==> src/rtl/color_reduce_wr.sv <==
// color_reduce_wr: captures whole visible frames from the bank 0 two-pixel read
// stream, reduces each 6-bit colour channel to a selectable depth and writes the
// reduced pixel pairs to ZBT bank 1 through a two-stage pipeline.
//
// Ports:
//   clk, reset        pixel clock; asynchronous active-low reset
//   hcount, vcount    raster position of the current pixel pair
//   two_pixel_data    pixel pair, [35:18] even x, [17:0] odd x, each R/G/B 6 bits
//   write_addr1       bank 1 address for the pair
//   bits_sel          channel depth 0:6, 1:4, 2:3, 3:2 bits (latched per frame)
//   capture           one-cycle request to capture the next frame
//   continuous        re-arm automatically at the end of each frame
//   vram_write_data   reduced pixel pair
//   vram_addr1        bank 1 write address
//   vram_we1          one-cycle write strobe
//   busy              high while armed or writing
//   frame_done        one-cycle pulse at the end of a captured frame
//   wr_count          pair writes in the current or last frame
//
// Optional feature: define COLOR_REDUCE_DITHER_EN to add a 2x2 ordered (Bayer)
// dither ahead of truncation.
module color_reduce_wr #(
    parameter int unsigned H_ACTIVE = 1024,
    parameter int unsigned V_ACTIVE = 768
) (
    input  logic        clk,
    input  logic        reset,
    input  logic [10:0] hcount,
    input  logic [9:0]  vcount,
    input  logic [35:0] two_pixel_data,
    input  logic [18:0] write_addr1,
    input  logic [1:0]  bits_sel,
    input  logic        capture,
    input  logic        continuous,
    output logic [35:0] vram_write_data,
    output logic [18:0] vram_addr1,
    output logic        vram_we1,
    output logic        busy,
    output logic        frame_done,
    output logic [18:0] wr_count
);
    localparam logic [10:0] HActive = 11'(H_ACTIVE);
    localparam logic [9:0]  VActive = 10'(V_ACTIVE);

    typedef enum logic [1:0] {StIdle, StArmed, StWrite} state_e;

    state_e      state_q, state_d;
    logic [1:0]  depth_q, depth_d;
    logic        busy_q, busy_d;
    logic        frame_done_q, frame_done_d;
    logic [18:0] wr_count_q, wr_count_d;
    logic        s1_valid_q, s1_valid_d;
    logic [35:0] s1_data_q, s1_data_d;
    logic [18:0] s1_addr_q, s1_addr_d;
    logic        s2_we_q, s2_we_d;
    logic [35:0] s2_data_q, s2_data_d;
    logic [18:0] s2_addr_q, s2_addr_d;
    logic        sample;
    logic [5:0]  chan;
    logic [35:0] reduced;
`ifdef COLOR_REDUCE_DITHER_EN
    logic        s1_y0_q, s1_y0_d;
`endif

    // Keep the top N bits and refill the low bits by repeating them MSB-first.
    function automatic logic [5:0] quantize(input logic [5:0] v, input logic [1:0] sel);
        logic [5:0] r;
        case (sel)
            2'd0:    r = v;
            2'd1:    r = {v[5:2], v[5:4]};
            2'd2:    r = {v[5:3], v[5:3]};
            default: r = {3{v[5:4]}};
        endcase
        return r;
    endfunction

`ifdef COLOR_REDUCE_DITHER_EN
    // Adds (d << (6-N)) >> 2 with d from the 2x2 Bayer matrix, saturating at 63.
    function automatic logic [5:0] dither(input logic [5:0] v, input logic [1:0] sel,
                                          input logic y0, input logic x0);
        logic [1:0] d;
        logic [5:0] off;
        logic [6:0] sum;
        case ({y0, x0})
            2'b00:   d = 2'd0;
            2'b01:   d = 2'd2;
            2'b10:   d = 2'd3;
            default: d = 2'd1;
        endcase
        case (sel)
            2'd0:    off = 6'd0;
            2'd1:    off = {4'd0, d};
            2'd2:    off = {3'd0, d, 1'b0};
            default: off = {2'd0, d, 2'd0};
        endcase
        sum = {1'b0, v} + {1'b0, off};
        return sum[6] ? 6'd63 : sum[5:0];
    endfunction
`endif

    // Capture FSM and frame bookkeeping.
    always_comb begin
        state_d      = state_q;
        depth_d      = depth_q;
        frame_done_d = 1'b0;
        case (state_q)
            StIdle: begin
                if (capture) state_d = StArmed;
            end
            StArmed: begin
                if (hcount == 11'd0 && vcount == 10'd0) begin
                    state_d = StWrite;
                    depth_d = bits_sel;
                end
            end
            StWrite: begin
                // capture is deliberately not looked at here; only continuous re-arms
                if (hcount == 11'd0 && vcount == VActive) begin
                    state_d      = continuous ? StArmed : StIdle;
                    frame_done_d = 1'b1;
                end
            end
            default: state_d = StIdle;
        endcase
        busy_d = (state_d != StIdle);

        if (state_q == StArmed && state_d == StWrite) begin
            wr_count_d = 19'd0;
        end else if (s2_we_q) begin
            wr_count_d = wr_count_q + 19'd1;
        end else begin
            wr_count_d = wr_count_q;
        end
    end

    // Stage 1: one sample per pair, taken on the odd pixel of the visible area.
    assign sample = (state_q == StWrite) && hcount[0] && (hcount < HActive) &&
                    (vcount < VActive);

    always_comb begin
        s1_valid_d = sample;
        s1_data_d  = sample ? two_pixel_data : s1_data_q;
        s1_addr_d  = sample ? write_addr1 : s1_addr_q;
`ifdef COLOR_REDUCE_DITHER_EN
        s1_y0_d    = sample ? vcount[0] : s1_y0_q;
`endif
    end

    // Stage 2: per-channel reduction. Channels 0..2 belong to the odd pixel (x0 = 1).
    always_comb begin
        chan    = 6'd0;
        reduced = 36'd0;
        for (int i = 0; i < 6; i++) begin
            chan = s1_data_q[i*6 +: 6];
`ifdef COLOR_REDUCE_DITHER_EN
            chan = dither(chan, depth_q, s1_y0_q, (i < 3));
`endif
            reduced[i*6 +: 6] = quantize(chan, depth_q);
        end
        s2_we_d   = s1_valid_q;
        s2_data_d = s1_valid_q ? reduced : s2_data_q;
        s2_addr_d = s1_valid_q ? s1_addr_q : s2_addr_q;
    end

    always_ff @(posedge clk or negedge reset) begin
        if (!reset) begin
            state_q      <= StIdle;
            depth_q      <= 2'd0;
            busy_q       <= 1'b0;
            frame_done_q <= 1'b0;
            wr_count_q   <= 19'd0;
            s1_valid_q   <= 1'b0;
            s1_data_q    <= 36'd0;
            s1_addr_q    <= 19'd0;
            s2_we_q      <= 1'b0;
            s2_data_q    <= 36'd0;
            s2_addr_q    <= 19'd0;
`ifdef COLOR_REDUCE_DITHER_EN
            s1_y0_q      <= 1'b0;
`endif
        end else begin
            state_q      <= state_d;
            depth_q      <= depth_d;
            busy_q       <= busy_d;
            frame_done_q <= frame_done_d;
            wr_count_q   <= wr_count_d;
            s1_valid_q   <= s1_valid_d;
            s1_data_q    <= s1_data_d;
            s1_addr_q    <= s1_addr_d;
            s2_we_q      <= s2_we_d;
            s2_data_q    <= s2_data_d;
            s2_addr_q    <= s2_addr_d;
`ifdef COLOR_REDUCE_DITHER_EN
            s1_y0_q      <= s1_y0_d;
`endif
        end
    end

    assign vram_write_data = s2_data_q;
    assign vram_addr1      = s2_addr_q;
    assign vram_we1        = s2_we_q;
    assign busy            = busy_q;
    assign frame_done      = frame_done_q;
    assign wr_count        = wr_count_q;

endmodule
==> config.mk <==
export PLATFORM = sky130hd
export DESIGN_NAME = color_reduce_wr
export DESIGN_NICKNAME = d
export VERILOG_FILES = /design/src/rtl/color_reduce_wr.sv
export SDC_FILE = /design/constraint.sdc
export NUM_CORES = 1
export LEC_CHECK = 0
export BUFFER_PORTS_ARGS = -buffer_cell sky130_fd_sc_hd__buf_2
export CAP_MARGIN = 20
export CORE_MARGIN = 3
export CORE_UTILIZATION = 40
export CTS_CLUSTER_SIZE = 24
export DETAILED_ROUTE_END_ITERATION = 16
export PLACE_DENSITY = 0.76
export SYNTH_ARGS = -nofsm -noshare
export SYNTH_HDL_FRONTEND = slang
export SYNTH_SLANG_ARGS = --single-unit
==> constraint.sdc <==
create_clock -name clk -period 4.05 [get_ports clk]
set_input_delay 0.2025 -clock clk [delete_from_list [all_inputs] [get_ports clk]]
set_output_delay 0.2025 -clock clk [all_outputs]
set_load 0.02 [all_outputs]
==> results.sh <==
export IMPL_clk_path_buf_depth=2
export IMPL_grt_max_degree=109
export IMPL_fmax_ghz=0.466
export IMPL_clkTransAtPathRegs_ns=0.06
export IMPL_placed_area_sq_um=6760
export IMPL_cap_violations=0
export IMPL_syn2layout_area_growth_pct=30.7
export IMPL_postRouteAntennaNets=0
export IMPL_outcome="finished, final reports clean"
export IMPL_power_total_mw=3.69
export IMPL_path_depth=5
export IMPL_vdd_drop_max_v=0.000250
export IMPL_final_area_sq_um=7540
export IMPL_ios=159
export IMPL_htreeDepth=4
export IMPL_cts_root_buf="clkbuf_16"
export IMPL_final_period_utilization_pct=53.0
export IMPL_rsz0062_at_grt="false"
export IMPL_worstPathMaxFanout=7
export IMPL_core_area_sq_um=14000
export IMPL_cts_sinks=137
export IMPL_yosys_warnings=0
export IMPL_powerDensity_nw_per_um2=490
export IMPL_synth_nets=520
export IMPL_hold_viol=0
export IMPL_rows=43
export IMPL_setup_tns_ns=0
export IMPL_synth_seq_cells=137
export IMPL_critPathArrivalTime_ns=2.49
export IMPL_die_w_um=126
export IMPL_post_place_ws_ns=1.61
export IMPL_synth_area_sq_um=5770
export IMPL_wire_per_inst_um=16.4
export IMPL_clk_latency_ns=0.41
export IMPL_cts_tree="done"
export IMPL_drc=0
export IMPL_regToRegStartpoint="wr_count[0]"
export IMPL_cp_slowest_stage_delay_ns=0.58
export IMPL_fin_ws_ns=1.90
export IMPL_final_layout_size_suffix_gt1_share_pct=49.6
export IMPL_cpMaxStageDelayCell="or4_1"
export IMPL_cp_end_kind="flip-flop"
export IMPL_timing_hold_ws_ns=0.0235
export IMPL_setup_viol_count_final=0
export IMPL_final_nets=695
export IMPL_whs_endpoint="s1_data_q[19]"
export IMPL_wl_um=13200
export IMPL_dr_pass1_iters=4
export IMPL_grt_pass1_wl_um=22200
export IMPL_antenna_found_initial=0
export IMPL_maxSlewViolCount=0
export IMPL_first_iter_violations=230
export IMPL_vias=4126
export IMPL_dpl_cell_count=757
export IMPL_initial_core_util_pct=41.3
export IMPL_path_cells="ha_1 -> nand3_1 -> or4_1 -> or4_4 -> a21oi_2"
export IMPL_fin_skew_ns=0.00590
export IMPL_die_y_um=126
export IMPL_overflow=0
export IMPL_grt_pass1_vias=4370
export IMPL_synth_cells=437
export IMPL_min_from="two_pixel_data[19]"
export IMPL_critPathLaunchType="flip-flop"
export IMPL_critPathKind="flip-flop to flip-flop"
export IMPL_synth_seq_area_share_pct=59.4
export IMPL_diodes=0
export IMPL_grt_usage_pct=17.6
export IMPL_cp_num_buf_inv=0
export IMPL_leakage_nw=3.73
export IMPL_gp_congestion=0.831
export IMPL_reg2regPathDepth=5
export IMPL_finish_utilization_pct=53.9
export IMPL_r2r_end="wr_count[18]"
export IMPL_holdCritPathClass="input pin to flip-flop"
export IMPL_hold_depth=2
export IMPL_cp_top_family="simple AND/OR/NAND/NOR gates"
export IMPL_cts_inserted_buffers=17
export IMPL_worst_slew_pin_slew_ns=0.973
export IMPL_synth_cell_types=38
export IMPL_r2r_slack_ns=1.90
export IMPL_io_buffers=158
export IMPL_slew_headroom_pct=35.2
export IMPL_post_dp_hpwl_um=9150
export IMPL_period_minus_slack_ns=2.15
export IMPL_crit_required_ns=4.39
export IMPL_via_per_inst=5.13
export IMPL_layout_cells_non_filler=805
export IMPL_syn_avg_cell_area_sq_um=13.2
export IMPL_die_area_sq_um=15900
layer usage:
| layer | routed length, um | global-route usage (%) | vias up |
|---|---|---|---|
| met3 | 665 | 5.26 | 29 |
| met4 | 336 | 7.82 | 0 |
| li1 | - | - | 1904 |
| met2 | 6760 | 28.4 | 130 |
| met1 | 5480 | 22.0 | 2063 |
| met5 | 0 | 0 | - |
kinds of logic (layout without fill, tap and decap cells):
| logic type | count (synthesis) | count (layout) | synth area share [%] |
|---|---|---|---|
| XOR/XNOR | 12 | 12 | 1.82 |
| buffers and inverters | 27 | 215 | 1.97 |
| multiplexers | 125 | 125 | 24.0 |
| flip-flops | 137 | 137 | 59.4 |
| adder cells (fa/ha/maj) | 1 | 1 | 0.217 |
| AO/OA/AOI/OAI | 40 | 40 | 3.86 |
| AND/OR/NAND/NOR | 95 | 95 | 8.76 |
how the worst max path moves through the flow:
stage                 from             endpoint  slack (ns)
6_report       wr_count[0]         wr_count[18]        1.90
5_1_grt         depth_q[0]  vram_write_data[27]        1.81
4_1_cts         state_q[0]        s1_data_q[23]        1.91
3_5_place_dp     vcount[2]           depth_q[0]        1.61
3_3_place_gp    state_q[0]        s1_data_q[23]        1.66
2_1_floorplan  wr_count[0]         wr_count[18]        1.99
state kept, by name, indices dropped and copies added, names as in the netlist:
signal           cells
vram_addr1          19
s1_valid_q           1
vram_we1             1
s1_addr_q           19
vram_write_data     36
wr_count            19
s1_data_q           36
frame_done           1
busy                 1
depth_q              2
state_q              2
worst register-to-register path, delay by kind of cell, from the launching register on:
kind | cells | cell delay (ns)
simple gates | 3 | 1.27
flops | 1 | 0.44
compound gates | 1 | 0.14
fa+ha+maj | 1 | 0.23
report_power, final:
part | switching, mW | internal, mW
clock | 0.568 | 1.04
sequential | 0.111 | 1.51
combinational | 0.246 | 0.214
layout make-up:
| class | instances | area [sq um] |
|---|---|---|
| Fill cell | 1173 | 6440 |
| Sequential cell | 137 | 3430 |
| Multi-Input combinational cell | 273 | 2250 |
| Timing Repair Buffer | 179 | 1010 |
| Clock buffer | 20 | 447 |
| Tap cell | 180 | 225 |
| Clock inverter | 12 | 174 |
| Inverter | 4 | 15.0 |
Yosys cell counts, drive strengths merged:
master | instances | area [sq um]
or3 | 6 | 38.8
nand3 | 8 | 50.1
xor2 | 4 | 35.0
and3 | 1 | 6.26
mux2i | 19 | 190
mux2 | 106 | 1190
dfrtp | 137 | 3430
or4 | 6 | 53.8
o21ai | 17 | 85.1
nand4bb | 1 | 11.3
a21oi | 12 | 63.8
nand4 | 4 | 25.0
and4 | 1 | 8.76
xnor2 | 8 | 70.1
nand2 | 20 | 75.1
ha | 1 | 12.5
nor3b | 1 | 12.5
or3b | 1 | 8.76
o31ai | 2 | 15.0
nor2b | 1 | 6.26
o22ai | 1 | 6.26
inv | 4 | 15.0
o21bai | 1 | 7.51
a31oi | 6 | 37.5
clkbuf | 14 | 52.6
buf | 9 | 46.3
nand2b | 7 | 43.8
nor4 | 7 | 43.8
o211ai | 1 | 7.51
nor2 | 27 | 101
nor3 | 4 | 20.0
layout by cell type (no fill, tap or decap), types with 4 or more instances in the layout:
| master | n |
|---|---|
| bufinv_16 | 4 |
| nand2b_1 | 7 |
| nand4_1 | 4 |
| nor2_1 | 27 |
| buf_4 | 4 |
| a21oi_1 | 11 |
| mux2i_1 | 19 |
| nor4_1 | 7 |
| xnor2_1 | 8 |
| xor2_1 | 4 |
| mux2_2 | 106 |
| nand2_1 | 20 |
| dlygate4sd3_1 | 16 |
| buf_2 | 157 |
| nand3_1 | 6 |
| a31oi_1 | 6 |
| dfrtp_1 | 136 |
| clkbuf_16 | 17 |
| or3_1 | 5 |
| o21ai_0 | 17 |
| clkinvlp_4 | 4 |
| inv_1 | 4 |
| nor3_1 | 4 |
repair_timing:
item,4_1_cts,5_1_grt
resized for setup,0,0
setup buffers,0,0
hold endpoints to repair,122,0
hold buffers,16,0
Note: power is estimated with default switching activity, not from simulation.
